--- config.mk ---
export PLATFORM = sky130hd
export DESIGN_NAME = uart_tx_arbiter_flat
export DESIGN_NICKNAME = d
export VERILOG_FILES = /design/src/rtl/uart_tx_arbiter_if.sv /design/src/rtl/uart_tx_arbiter.sv /design/src/flat_wrapper.sv
export SDC_FILE = /design/constraint.sdc
export NUM_CORES = 1
export LEC_CHECK = 0
export CORE_MARGIN = 2
export CORE_UTILIZATION = 45
export CTS_CLUSTER_DIAMETER = 150
export CTS_CLUSTER_SIZE = 10
export DETAILED_ROUTE_END_ITERATION = 12
export GPL_TIMING_DRIVEN = 0
export PLACE_DENSITY = 0.76
export RECOVER_POWER = 25
export SYNTH_ARGS = -nofsm -noshare
export SYNTH_HDL_FRONTEND = slang
export SYNTH_SLANG_ARGS = --single-unit
--- constraint.sdc ---
create_clock -name clk -period 1.85 [get_ports clk]
set_input_delay 0.2775 -clock clk [delete_from_list [all_inputs] [get_ports clk]]
set_output_delay 0.2775 -clock clk [all_outputs]
set_load 0.02 [all_outputs]
--- src/rtl/uart_tx_arbiter_if.sv ---
// Bus bundle between the requester clients, the shared UART transmitter and
// the round-robin arbiter.
//   req        : per-requester level request
//   req_data   : requester i's byte at [i*DATA_W +: DATA_W]
//   gnt        : one-hot, one-cycle grant pulse
//   tx_newd    : transmitter newd
//   tx_dintx   : transmitter data in
//   tx_done    : transmitter donetx (rising edge is used)
//   busy       : arbiter is not idle
//   cur_id     : current / last granted requester
//   done_pulse : byte completed
//   err_pulse  : byte aborted by watchdog
// master: clients + transmitter side; slave: the arbiter.
interface uart_tx_arbiter_if #(
  parameter int unsigned NUM_REQ = 4,
  parameter int unsigned DATA_W  = 8
);
  localparam int unsigned ID_W = $clog2(NUM_REQ);

  logic [NUM_REQ-1:0]        req;
  logic [NUM_REQ*DATA_W-1:0] req_data;
  logic [NUM_REQ-1:0]        gnt;
  logic                      tx_newd;
  logic [DATA_W-1:0]         tx_dintx;
  logic                      tx_done;
  logic                      busy;
  logic [ID_W-1:0]           cur_id;
  logic                      done_pulse;
  logic                      err_pulse;

  modport master (
    output req, req_data, tx_done,
    input  gnt, tx_newd, tx_dintx, busy, cur_id, done_pulse, err_pulse
  );

  modport slave (
    input  req, req_data, tx_done,
    output gnt, tx_newd, tx_dintx, busy, cur_id, done_pulse, err_pulse
  );
endinterface

--- src/rtl/uart_tx_arbiter.sv ---
// Round-robin arbiter sharing one UART transmitter among NUM_REQ requesters.
// Grants one requester, holds tx_newd for NEWD_HOLD cycles, then waits for a
// rising edge of tx_done; a watchdog aborts after TIMEOUT_CYC cycles.
// Ports:
//   clk : system clock
//   rst : asynchronous active-high reset
//   bus : uart_tx_arbiter_if.slave (requests, grants, transmitter, status)
module uart_tx_arbiter #(
  parameter int unsigned NUM_REQ     = 4,
  parameter int unsigned DATA_W      = 8,
  parameter int unsigned NEWD_HOLD   = 104,
  parameter int unsigned TIMEOUT_CYC = 2048
) (
  input logic              clk,
  input logic              rst,
  uart_tx_arbiter_if.slave bus
);

  localparam int unsigned ID_W   = $clog2(NUM_REQ);
  localparam int unsigned HOLD_W = $clog2(NEWD_HOLD + 1);
  localparam int unsigned TO_W   = $clog2(TIMEOUT_CYC + 1);

  typedef enum logic [1:0] {IDLE, ISSUE, WAIT} state_t;

  state_t            state;
  logic [ID_W-1:0]   ptr;
  logic              done_q;
  logic [HOLD_W-1:0] hold_cnt;
  logic [TO_W-1:0]   to_cnt;

  logic              found_c;
  logic [ID_W-1:0]   win_c;
  logic              done_rise_c;
  logic [ID_W-1:0]   next_ptr_c;

  // Winner: first set request bit scanning ptr, ptr+1, ... modulo NUM_REQ.
  always_comb begin
    int unsigned idx;
    idx     = 0;
    found_c = 1'b0;
    win_c   = '0;
    for (int unsigned k = 0; k < NUM_REQ; k++) begin
      idx = (int'(ptr) + k) % NUM_REQ;
      if (!found_c && bus.req[idx]) begin
        found_c = 1'b1;
        win_c   = ID_W'(idx);
      end
    end
  end

  assign done_rise_c = bus.tx_done & ~done_q;
  assign next_ptr_c  = (bus.cur_id == ID_W'(NUM_REQ - 1)) ? '0 : bus.cur_id + ID_W'(1);

  // Arbiter FSM with registered outputs.
  always_ff @(posedge clk or posedge rst) begin
    if (rst) begin
      state          <= IDLE;
      ptr            <= '0;
      done_q         <= 1'b0;
      hold_cnt       <= '0;
      to_cnt         <= '0;
      bus.gnt        <= '0;
      bus.tx_newd    <= 1'b0;
      bus.tx_dintx   <= '0;
      bus.busy       <= 1'b0;
      bus.cur_id     <= '0;
      bus.done_pulse <= 1'b0;
      bus.err_pulse  <= 1'b0;
    end else begin
      done_q         <= bus.tx_done;
      bus.gnt        <= '0;
      bus.done_pulse <= 1'b0;
      bus.err_pulse  <= 1'b0;
      case (state)
        IDLE: begin
          if (found_c) begin
            bus.gnt      <= NUM_REQ'(1) << win_c;
            bus.cur_id   <= win_c;
            bus.tx_dintx <= bus.req_data[int'(win_c)*DATA_W +: DATA_W];
            bus.tx_newd  <= 1'b1;
            bus.busy     <= 1'b1;
            hold_cnt     <= HOLD_W'(1);
            to_cnt       <= TO_W'(1);
            state        <= ISSUE;
          end
        end
        ISSUE: begin
          // tx_done edges here are stale and deliberately ignored.
          if (to_cnt < TO_W'(TIMEOUT_CYC)) to_cnt <= to_cnt + TO_W'(1);
          if (hold_cnt >= HOLD_W'(NEWD_HOLD)) begin
            bus.tx_newd <= 1'b0;
            state       <= WAIT;
          end else begin
            hold_cnt <= hold_cnt + HOLD_W'(1);
          end
        end
        WAIT: begin
          // Completion takes priority over a coincident timeout.
          if (done_rise_c) begin
            bus.done_pulse <= 1'b1;
            bus.busy       <= 1'b0;
            ptr            <= next_ptr_c;
            state          <= IDLE;
          end else if (to_cnt >= TO_W'(TIMEOUT_CYC)) begin
            bus.err_pulse <= 1'b1;
            bus.busy      <= 1'b0;
            ptr           <= next_ptr_c;
            state         <= IDLE;
          end else begin
            to_cnt <= to_cnt + TO_W'(1);
          end
        end
        default: state <= IDLE;
      endcase
    end
  end

endmodule

--- src/flat_wrapper.sv ---
// flat-port wrapper written by rule: the top's interface ports become plain ports
module uart_tx_arbiter_flat 
#(
  parameter int unsigned NUM_REQ     = 4,
  parameter int unsigned DATA_W      = 8,
  parameter int unsigned NEWD_HOLD   = 104,
  parameter int unsigned TIMEOUT_CYC = 2048
)
  (clk, rst, bus_req, bus_req_data, bus_tx_done, bus_gnt, bus_tx_newd, bus_tx_dintx, bus_busy, bus_cur_id, bus_done_pulse, bus_err_pulse);
  uart_tx_arbiter_if #(.NUM_REQ(NUM_REQ), .DATA_W(DATA_W)) bus_i ();
  input logic clk;
  input logic rst;
  input wire logic [$bits(bus_i.req)-1:0] bus_req;
  input wire logic [$bits(bus_i.req_data)-1:0] bus_req_data;
  input wire logic [$bits(bus_i.tx_done)-1:0] bus_tx_done;
  output wire logic [$bits(bus_i.gnt)-1:0] bus_gnt;
  output wire logic [$bits(bus_i.tx_newd)-1:0] bus_tx_newd;
  output wire logic [$bits(bus_i.tx_dintx)-1:0] bus_tx_dintx;
  output wire logic [$bits(bus_i.busy)-1:0] bus_busy;
  output wire logic [$bits(bus_i.cur_id)-1:0] bus_cur_id;
  output wire logic [$bits(bus_i.done_pulse)-1:0] bus_done_pulse;
  output wire logic [$bits(bus_i.err_pulse)-1:0] bus_err_pulse;
  assign bus_i.req = bus_req;
  assign bus_i.req_data = bus_req_data;
  assign bus_i.tx_done = bus_tx_done;
  assign bus_gnt = bus_i.gnt;
  assign bus_tx_newd = bus_i.tx_newd;
  assign bus_tx_dintx = bus_i.tx_dintx;
  assign bus_busy = bus_i.busy;
  assign bus_cur_id = bus_i.cur_id;
  assign bus_done_pulse = bus_i.done_pulse;
  assign bus_err_pulse = bus_i.err_pulse;
  uart_tx_arbiter #(.NUM_REQ(NUM_REQ), .DATA_W(DATA_W), .NEWD_HOLD(NEWD_HOLD), .TIMEOUT_CYC(TIMEOUT_CYC)) u_core (.clk(clk), .rst(rst), .bus(bus_i));
endmodule
# After elaboration in Yosys (flattened, before gate mapping)
# Cells that the tools add are included.
dict set report word_totals {
  reg_bits 42
  out_inout_bits 18
  word_cells 102
}
dict set report op_classes {
  addsub 6
  order_cmp 7
  n_eq_ne 10
  shift 2
  n_mux 45
  bitwise_logic 2
  reduce_logical 18
}
# op n
set ops {}
lappend ops {{$mux W12} 4}
lappend ops {{$pmux W12 S3} 1}
lappend ops {{$shiftx A32 B6 Y8} 1}
lappend ops {{$mux W2} 11}
lappend ops {{$mux W1} 17}
lappend ops {{$mux W7} 2}
lappend ops {{$pmux W7 S2} 1}
lappend ops {{$add A12 B1 Y12 const B} 1}
lappend ops {{$ge A12 B12 Y1 const B} 1}
lappend ops {{$lt A12 B12 Y1 const B} 1}
lappend ops {{$lt A2 B3 Y1 const B} 4}
lappend ops {{$reduce_and A3 Y1} 4}
lappend ops {{$bmux W1 S2} 4}
lappend ops {{$mux W4} 2}
lappend ops {{$add A7 B1 Y7 const B} 1}
lappend ops {{$ge A7 B7 Y1 const B} 1}
lappend ops {{$ne A2 B1 Y1 const B} 3}
lappend ops {{$ne A2 B2 Y1 const B} 3}
lappend ops {{$pmux W2 S3} 1}
lappend ops {{$reduce_bool A2 Y1} 3}
lappend ops {{$reduce_and A5 Y1} 1}
lappend ops {{$add A2 B1 Y2 const B} 2}
lappend ops {{$add A2 B2 Y2 const B} 2}
lappend ops {{$eq A2 B2 Y1 const B} 2}
lappend ops {{other kinds (11)} 17}

# Depth between registers and ports, before layout
# Gate-level depths: netlist of run 1.
dict set report logic_depth {
  ltp_word 15
  mapped_depth 8
  ltp_nobuf 7
}

# Worst setup path before layout of run 1
# OpenSTA, ideal clock, no wires.
dict set report synth_path {
  path_kind {register to register}
  from {reg u_core.state[0]}
  to {reg u_core.to_cnt[8]}
  arrival_time_ps 1721
  required_time_ps 1772
  setup_slack_ps 51
  path_stages_with_launch 8
  synth_period_minus_slack_ps 1799
  cell_sequence {dfrtp_1 -> inv_1 -> ha_1 -> a21o_1 -> o21ai_2 -> nand4_4 -> or4_1 -> a21oi_1}
}
dict set report synth_via {
  elab_chain_len 3
}
# element line_no
set synth_rtl {}
lappend synth_rtl {{from (decl)} uart_tx_arbiter.sv:25} ;# state_t state;
lappend synth_rtl {{from (signal assigned)} uart_tx_arbiter.sv:57} ;# state <= IDLE;
lappend synth_rtl {{from (signal assigned)} uart_tx_arbiter.sv:84} ;# state <= ISSUE;
lappend synth_rtl {{from (signal assigned)} uart_tx_arbiter.sv:92} ;# state <= WAIT;
lappend synth_rtl {{$eq A2 B2 Y1 (tied with other cells)} uart_tx_arbiter.sv:74} ;# case (state)
lappend synth_rtl {{$ne A2 B2 Y1 (no line) (tied with other cells)} n/a}
lappend synth_rtl {{$reduce_and A5 Y1 (no line)} n/a}
lappend synth_rtl {{to (signal assigned)} uart_tx_arbiter.sv:89} ;# if (to_cnt < TO_W'(TIMEOUT_CYC)) to_cnt <= to_cnt + TO_W'(1);
lappend synth_rtl {{to (signal assigned)} uart_tx_arbiter.sv:110} ;# to_cnt <= to_cnt + TO_W'(1);
lappend synth_rtl {{to (decl)} uart_tx_arbiter.sv:29} ;# logic [TO_W-1:0] to_cnt;
# Several ways; a longest one is shown, not always the timed one.
# A chain may end at the register's enable or synchronous reset.

# Worst setup path in the final report of run 1
dict set report layout_path {
  from {reg u_core.state[1]}
  to {reg u_core.to_cnt[10]}
}
# Same word-level chain as after synthesis.

==> out/metrics.cfg, run 1 <==
[pwr]
cellPowerDensity_nw_per_um2=1355
power_leakage_nw=1.494
fin_total_pwr_mw=4.792
max-vdd-ir-drop_uv=735.4

[detailed_routing]
drc=0
first_pass_iters=4
wl_per_cell_um=16.46
detail_route.vias_per_cell=5.607
ant_nets=0
routed_wl_mm=6.566
drtIter0Drc=137
dr_total_vias=2237

[synthesis]
synth-seq-cells=42
async_flop_share_pct=100.0
syn-num-nets=297
synth-compound-area-share_pct=17.55
yosysWarnings=0
synth_ff_type=dfrtp_1
syn_inst=248
synth-xor-area-share_pct=2.131
synth-edff-count=0
synth-adder-area-share_pct=5.074
synth.mux.area_fraction_pct=9.234
ys_seq_area_share_pct=42.62
synth_top_family_by_area=simple AND/OR/NAND/NOR gates
netlist_area_um2=2466
yosysUniqueCellTypes=51
synth-simple-area-share_pct=18.82
post_synth.cell_area_avg_um2=9.944

[global_routing]
grt_max_degree=43
grt_use_total_pct=21.62
grt_pass1_wl_mm=10.47
gr-total-overflow=0
antenna_found_initial=0
grt_pass1_vias=2111

[sta]
rsz0062_at_grt=true
max_freq_ghz=0.5258
worstMarginPinSlew_ps=855.8
skew_ps=9.594
hold_viol=0
min_period_ps=1902
max_slew_margin_pct=42.86
drv_slew=0
finalWorstSetupSlack_ps=-52.00
setup_tns_ps=-55.05
timing.hold.ws_ps=473.3
finalSetupViolCount=2
fin_crit_sh_pct=102.8

[clock_network]
ctsHoldBuffers=0
tritoncts=built
cts_max_level=2
clockRootBuffer=clkbuf_8
clkSinkCount=42
clkTransAtPathRegs_ps=80
clkLatencyLatePin_ps=300
cts_made_buffers=5
clockBufferDepth=2

[setup_path]
cpPeakStageDelay_ps=570
path_class=flop to flop
path_cells=buf_6, ha_4, a21o_1, o21ai_4, nand4_4, or4_4, a21oi_2
slowest_stage=or4_4
cp_max_fo=6
crit_required_ps=2080
start_kind=flop
crit_family=simple AND/OR/NAND/NOR gates
end_kind=flop
cp.buffers_inverters=1
crit_arrival_ps=2130

[finish]
final_util_pct=67.96
drive_above_1_share_pct=26.44
layout_commonest_cell=clkdlybuf4s50_1
antenna_cells=0
fin_nets=377
area_growth_pct=43.43
n_fill_cell=391
layout_common_cells=clkdlybuf4s50_1, dfrtp_1, nor2_1

[hold_path]
worst_hold_path_type=input port to async pin

[floorplanning]
ioPinCount=57
core_region_area_um2=5205
fp.dieW_um=78.03
die-area_um2=6089
num_rows=26
start_util_pct=47.38
dieHeight_um=78.03

[run_status]
violations=negative setup slack
run_status=finished with violations

[flow_run]
maxCapViolations=0

[placed_design]
hpwl_mm=4.171
numPortBuffers=56
gp_congestion=0.8171

-- metrics by stage --
stage / area [µm²] / std cells / worst slack (ps)
after floorplan: 2466 / 248 / 51.06
after global placement: 3114 / 374 / -418.6
after detailed placement: 3114 / 374 / -537.7
after CTS: 3337 / 390 / 1.332
after global routing: 3537 / 399 / -106.7
final: 3537 / 399 / -52.00
-- worst reg2reg max path: cells and delay by family (launching register included) --
family / cells / cell delay (ps)
AND/OR/NAND/NOR: 2 / 720
buffers and inverters: 1 / 140
AO/OA/AOI/OAI: 3 / 410
flip-flops: 1 / 410
adder cells (fa/ha/maj): 1 / 150
-- cell families (layout without fill, tap and decap cells) --
| kind of cell | after synthesis | after routing |
|---|---|---|
| and+or+nand+nor | 87 | 87 |
| AOI/OAI and AO/OA | 59 | 60 |
| DFF | 42 | 42 |
| buffers and inverters | 23 | 103 |
| muxes | 21 | 21 |
| adders and majority gates | 10 | 10 |
| xor gates and xnor gates | 6 | 6 |
-- synthesized netlist by cell type (all sizes together), types with 4 or more instances --
| cell | number | area share [%] |
|---|---|---|
| nor3 | 10 | 2.2 |
| o21ai | 13 | 2.8 |
| and3 | 5 | 1.3 |
| o221ai | 4 | 2.1 |
| nor2 | 22 | 3.3 |
| mux2 | 11 | 5.2 |
| ha | 10 | 5.1 |
| inv | 13 | 2.0 |
| mux2i | 10 | 4.1 |
| a21oi | 13 | 2.6 |
| a211oi | 10 | 3.7 |
| dfrtp | 42 | 43 |
| nand2 | 19 | 3.2 |
| or4 | 4 | 1.2 |
| nand3 | 7 | 1.4 |
| and2 | 4 | 1.0 |
| xor2 | 4 | 1.4 |
| o31ai | 6 | 1.8 |
| buf | 9 | 2.4 |
-- sequential cells by signal (all words and copies together) (netlist names) --
| signal | cells |
|---|---|
| u_core.bus.tx_dintx | 8 |
| u_core.bus.err_pulse | 1 |
| u_core.to_cnt | 12 |
| u_core.done_q | 1 |
| u_core.bus.tx_newd | 1 |
| u_core.state | 2 |
| u_core.hold_cnt | 7 |
| u_core.ptr | 2 |
| u_core.bus.cur_id | 2 |
| u_core.bus.done_pulse | 1 |
| u_core.bus.gnt | 4 |
| u_core.bus.busy | 1 |
-- routing by layer --
layer | GRT usage, % | vias up | wire length (µm)
li1 | - | 1064 | -
met1 | 26.15 | 1092 | 2666
met2 | 38.28 | 71 | 3424
met3 | 4.828 | 10 | 379
met4 | 6.842 | 0 | 95
met5 | 0 | - | 0
-- power breakdown --
part	internal, mW	switching, mW
clock	0.301	0.308
combinational	1.31	1.43
sequential	1.18	0.259
-- final cells by class --
class | count | area [µm²] | share of cell area, %
clock buffer | 7 | 86.33 | 2.441
sequential | 42 | 1054 | 29.78
multi-input combinational | 184 | 1485 | 41.99
buffer | 9 | 81.33 | 2.299
timing repair buffer | 73 | 686.9 | 19.42
tap | 70 | 87.58 | 2.476
clock inverter | 1 | 5.005 | 0.1415
inverter | 13 | 51.30 | 1.450
-- timing repair --
action                     CTS  global route
gates resized for setup     25            30
gates cloned                 1             0
setup endpoints to repair   21            21
pin swaps                    3            11
buffers inserted             8             9
-- final timing paths --
check,cells after the start,to,slack [ps],startpoint
max,7,u_core.to_cnt[10],-50,u_core.state[1]
max in group asynchronous,2,u_core.state[0],790,rst
min in group clk,2,u_core.to_cnt[1],530,u_core.to_cnt[1]
min,2,u_core.ptr[0],470,rst
min reg2reg,2,u_core.to_cnt[1],530,u_core.to_cnt[1]
max reg2reg,7,u_core.to_cnt[10],-50,u_core.state[1]
(Power assumes the default switching activity.)
==> inputs of run 2 (changes only) <==
--- a/config.mk
+++ b/config.mk
@@ -5,8 +5,9 @@
 export SDC_FILE = /design/constraint.sdc
 export NUM_CORES = 1
 export LEC_CHECK = 0
+export ABC_AREA = 1
 export CORE_MARGIN = 2
-export CORE_UTILIZATION = 45
+export CORE_UTILIZATION = 46
 export CTS_CLUSTER_DIAMETER = 150
 export CTS_CLUSTER_SIZE = 10
 export DETAILED_ROUTE_END_ITERATION = 12
==> run 2 against run 1 <==
  * The flow still finishes with violations (negative setup slack)
  * Global-route usage is 0.25 points higher
  * First-iteration DRC count up 58%
  * Synthesized cell count rose by 48%
  * Clock skew decreased by 2.4 ps
  * Flip-flop and latch count stayed put
  * Register-to-register slack about the same
==> out/metrics.cfg, run 2 <==
[floorplanning]
core_region_area_um2=5540  ; +6.4%
dieHeight_um=80.17  ; +2.7%
start_util_pct=48.17  ; +0.79 points
ioPinCount=57  ; unchanged
num_rows=27  ; +3.8%
fp.dieW_um=80.17  ; +2.7%
die-area_um2=6427  ; +5.6%

[clock_network]
cts_made_buffers=5  ; unchanged
cts_max_level=2  ; unchanged
tritoncts=built
clockBufferDepth=2  ; unchanged
clockRootBuffer=clkbuf_8
clkTransAtPathRegs_ps=80  ; about the same
clkLatencyLatePin_ps=300  ; about the same
clkSinkCount=42  ; unchanged
ctsHoldBuffers=0  ; unchanged

[setup_path]
path_class=flop to flop
cp_max_fo=6  ; unchanged
cpPeakStageDelay_ps=390  ; -180 ps
crit_required_ps=2050  ; -30 ps
crit_start=u_core.ptr[0]
start_kind=flop
ff2ff_path_depth=16  ; +9
crit_arrival_ps=2090  ; -40 ps
cp.buffers_inverters=3  ; +2
end_kind=flop
crit_path_end=u_core.bus.tx_dintx[7]
slowest_stage=dfrtp_1
cpMostUsedCell=nand2_1
crit_family=simple AND/OR/NAND/NOR gates
crit_cells=16  ; +9
path_cells=buf_6, inv_6, nand2_2, nand3_1, nand2_2, nand2_2, nand2_2, nand2_4, nand3_4, buf_6, nand2_1, nand2_1, nand2_1, nand2_1, nand2_1, nand2_1
regToRegEndpoint=u_core.bus.tx_dintx[7]
reg2reg_slack_ps=-40  ; about the same
r2r-start=u_core.ptr[0]

[sta]
max_freq_ghz=0.5289  ; +0.59%
fin_crit_sh_pct=102.2  ; -0.60 points
skew_ps=7.236  ; -2.357 ps
setup_tns_ps=-235.7  ; -180.6 ps
finalWorstSetupSlack_ps=-40.85  ; +11.15 ps
hold_viol=0  ; unchanged
rsz0062_at_grt=true
min_period_ps=1891  ; -11.15 ps
drv_slew=0  ; unchanged
max_slew_margin_pct=41.67  ; -1.2 points
finalSetupViolCount=9  ; +7
worstMarginPinSlew_ps=873.7  ; +17.89 ps

[synthesis]
yosysUniqueCellTypes=33  ; -35%
syn_inst=367  ; +48%
async_flop_share_pct=100.0  ; unchanged
yosysMostFrequentCell=nand2_1
synth_top_area_share_pct=39.38  ; -3.2 points
netlist_area_um2=2669  ; +8.2%
ys_top_cells_by_count=nand2_1, dfrtp_1, inv_1
yosysTopAreaCell=dfrtp_1
synth_ff_type=dfrtp_1
yosysWarnings=0  ; unchanged
syn-num-nets=416  ; +40%
synthTopCellsByArea=dfrtp_1, nand2_1, ha_1
synth-edff-count=0  ; unchanged
synth-seq-cells=42  ; unchanged
post_synth.cell_area_avg_um2=7.272  ; -27%
ys_seq_area_share_pct=39.38  ; -3.2 points

[pwr]
netSwitchingPower_mw=3.464  ; +73%
p_int_mw=3.433  ; +23%
cellPowerDensity_nw_per_um2=1812  ; +34%
seqPwrFrac_pct=20.3  ; -9.8 points
p_clk_share_pct=8.5  ; -4.2 points
power_leakage_nw=1.785  ; +19%
max-vdd-ir-drop_uv=823.3  ; +12%
p_comb_share_pct=71.2  ; +14 points
p_sw_share_pct=50.23  ; +8.5 points

[detailed_routing]
drt-met1-wl_mm=3.171  ; +19%
drtIter0Drc=216  ; +58%
routed_wl_mm=7.451  ; +13%
highest-signal-layer=met4
dr_total_vias=2695  ; +20%
drc=0  ; unchanged
wl_met2_mm=3.882  ; +13%
wl_per_cell_um=14.25  ; -13%
ant_nets=0  ; unchanged
detail_route.vias_per_cell=5.153  ; -8.1%
first_pass_iters=5  ; +1
route.met3.wl_um=338  ; -11%

[finish]
layout_commonest_cell=nand2_1
area_growth_pct=42.62
final_util_pct=68.70  ; +0.74 points
layout_common_cells=nand2_1, clkdlybuf4s50_1, dfrtp_1
drive_above_1_share_pct=22.39  ; -4.0 points
fin_nets=499  ; +32%
top_regs=u_core.to_cnt x12, u_core.bus.tx_dintx x8, u_core.hold_cnt x7
fin_cells=523  ; +31%
regMostFlops=u_core.to_cnt
n_fill_cell=458  ; +17%
antenna_cells=0  ; unchanged
largest_register_ffs=12  ; unchanged
final_area_um2=3806  ; +7.6%

[placed_design]
numPortBuffers=56  ; unchanged
gp_congestion=0.8646  ; +5.8%
dpl_worst_slack_ps=-407.4  ; +130.4 ps
post_dp_cell_area_um2=3319  ; +6.6%
hpwl_mm=4.782  ; +15%
placed_cells=495  ; +32%

[flow_run]
maxCapViolations=0  ; unchanged

[global_routing]
grt_pass1_vias=2391  ; +13%
antenna_found_initial=0  ; unchanged
grt_max_degree=43  ; unchanged
grt_use_total_pct=21.87  ; +0.25 points
gr-total-overflow=0  ; unchanged
grt_pass1_wl_mm=11.07  ; +5.7%

[run_status]
run_status=finished with violations
violations=negative setup slack

[hold_path]
worst_hold_path_type=flop to flop

-- run 2: how the worst min path moves through the flow --
stage	start	end	slack, ps	cells past startpoint
floorplan	bus_tx_done	u_core.done_q	310	0
global placement	u_core.bus.tx_dintx[1]	u_core.bus.tx_dintx[1]	460	2
detailed placement	u_core.bus.tx_dintx[3]	u_core.bus.tx_dintx[3]	470	2
CTS	bus_tx_done	u_core.done_q	440	1
global route	u_core.bus.tx_dintx[1]	u_core.bus.tx_dintx[1]	510	2
finish	u_core.bus.tx_dintx[5]	u_core.bus.tx_dintx[5]	490	2
-- run 2: final cells by class --
type / instances / area (µm²) / share of cell area [%]
plain buffers: 10 / 101.3 / 2.663
well taps: 72 / 90.09 / 2.367
flip-flops and latches: 42 / 1054 / 27.68
multi-input cells: 276 / 1588 / 41.72
repair buffers: 76 / 720.7 / 18.93
clock inverters: 2 / 13.76 / 0.3616
clock buffers: 6 / 72.57 / 1.907
inverters: 38 / 157.7 / 4.142
repair inverters: 1 / 8.758 / 0.2301
-- run 2: metrics by stage --
stage	hold slack [ps]	total power, mW
6_report	490.5	6.898
2_1_floorplan	308.9	4.023
3_5_place_dp	472.2	5.080
4_1_cts	443.3	5.950
5_1_grt	510.0	7.483
3_3_place_gp	462.9	4.990
-- run 2: worst min-delay path, stage by stage (launching register included) --
cell	delay (ps)
dfrtp_1	350
nand2_1	50
nand2_1	60
-- run 2: cell families after synthesis --
group	share of synthesized area, %
and+or+nand+nor	36.05
buffers and inverters	8.064
DFF	39.38
AOI/OAI and AO/OA	8.533
xor gates and xnor gates	3.282
adders and majority gates	4.688
-- run 2: power groups by stage --
stage | Clock (mW) | Sequential [mW] | Combinational, mW
2_1_floorplan | 0 | 1.55 | 2.47
3_3_place_gp | 0 | 1.39 | 3.60
3_5_place_dp | 0 | 1.40 | 3.68
4_1_cts | 0.610 | 1.38 | 3.96
5_1_grt | 0.647 | 1.43 | 5.41
6_report | 0.588 | 1.40 | 4.91
-- run 2: per-layer routing --
layer  track usage, %  vias up
met5                0        -
met4            6.780        0
met1            28.95     1255
li1                 -     1356
met2            36.58       78
met3            3.596        6
-- run 2: repair_timing --
action | CTS | global route
setup endpoints to repair | 27 | 34
buffers inserted | 3 | 13
pin swaps | 2 | 30
resized for setup | 18 | 62
cloned | 0 | 5
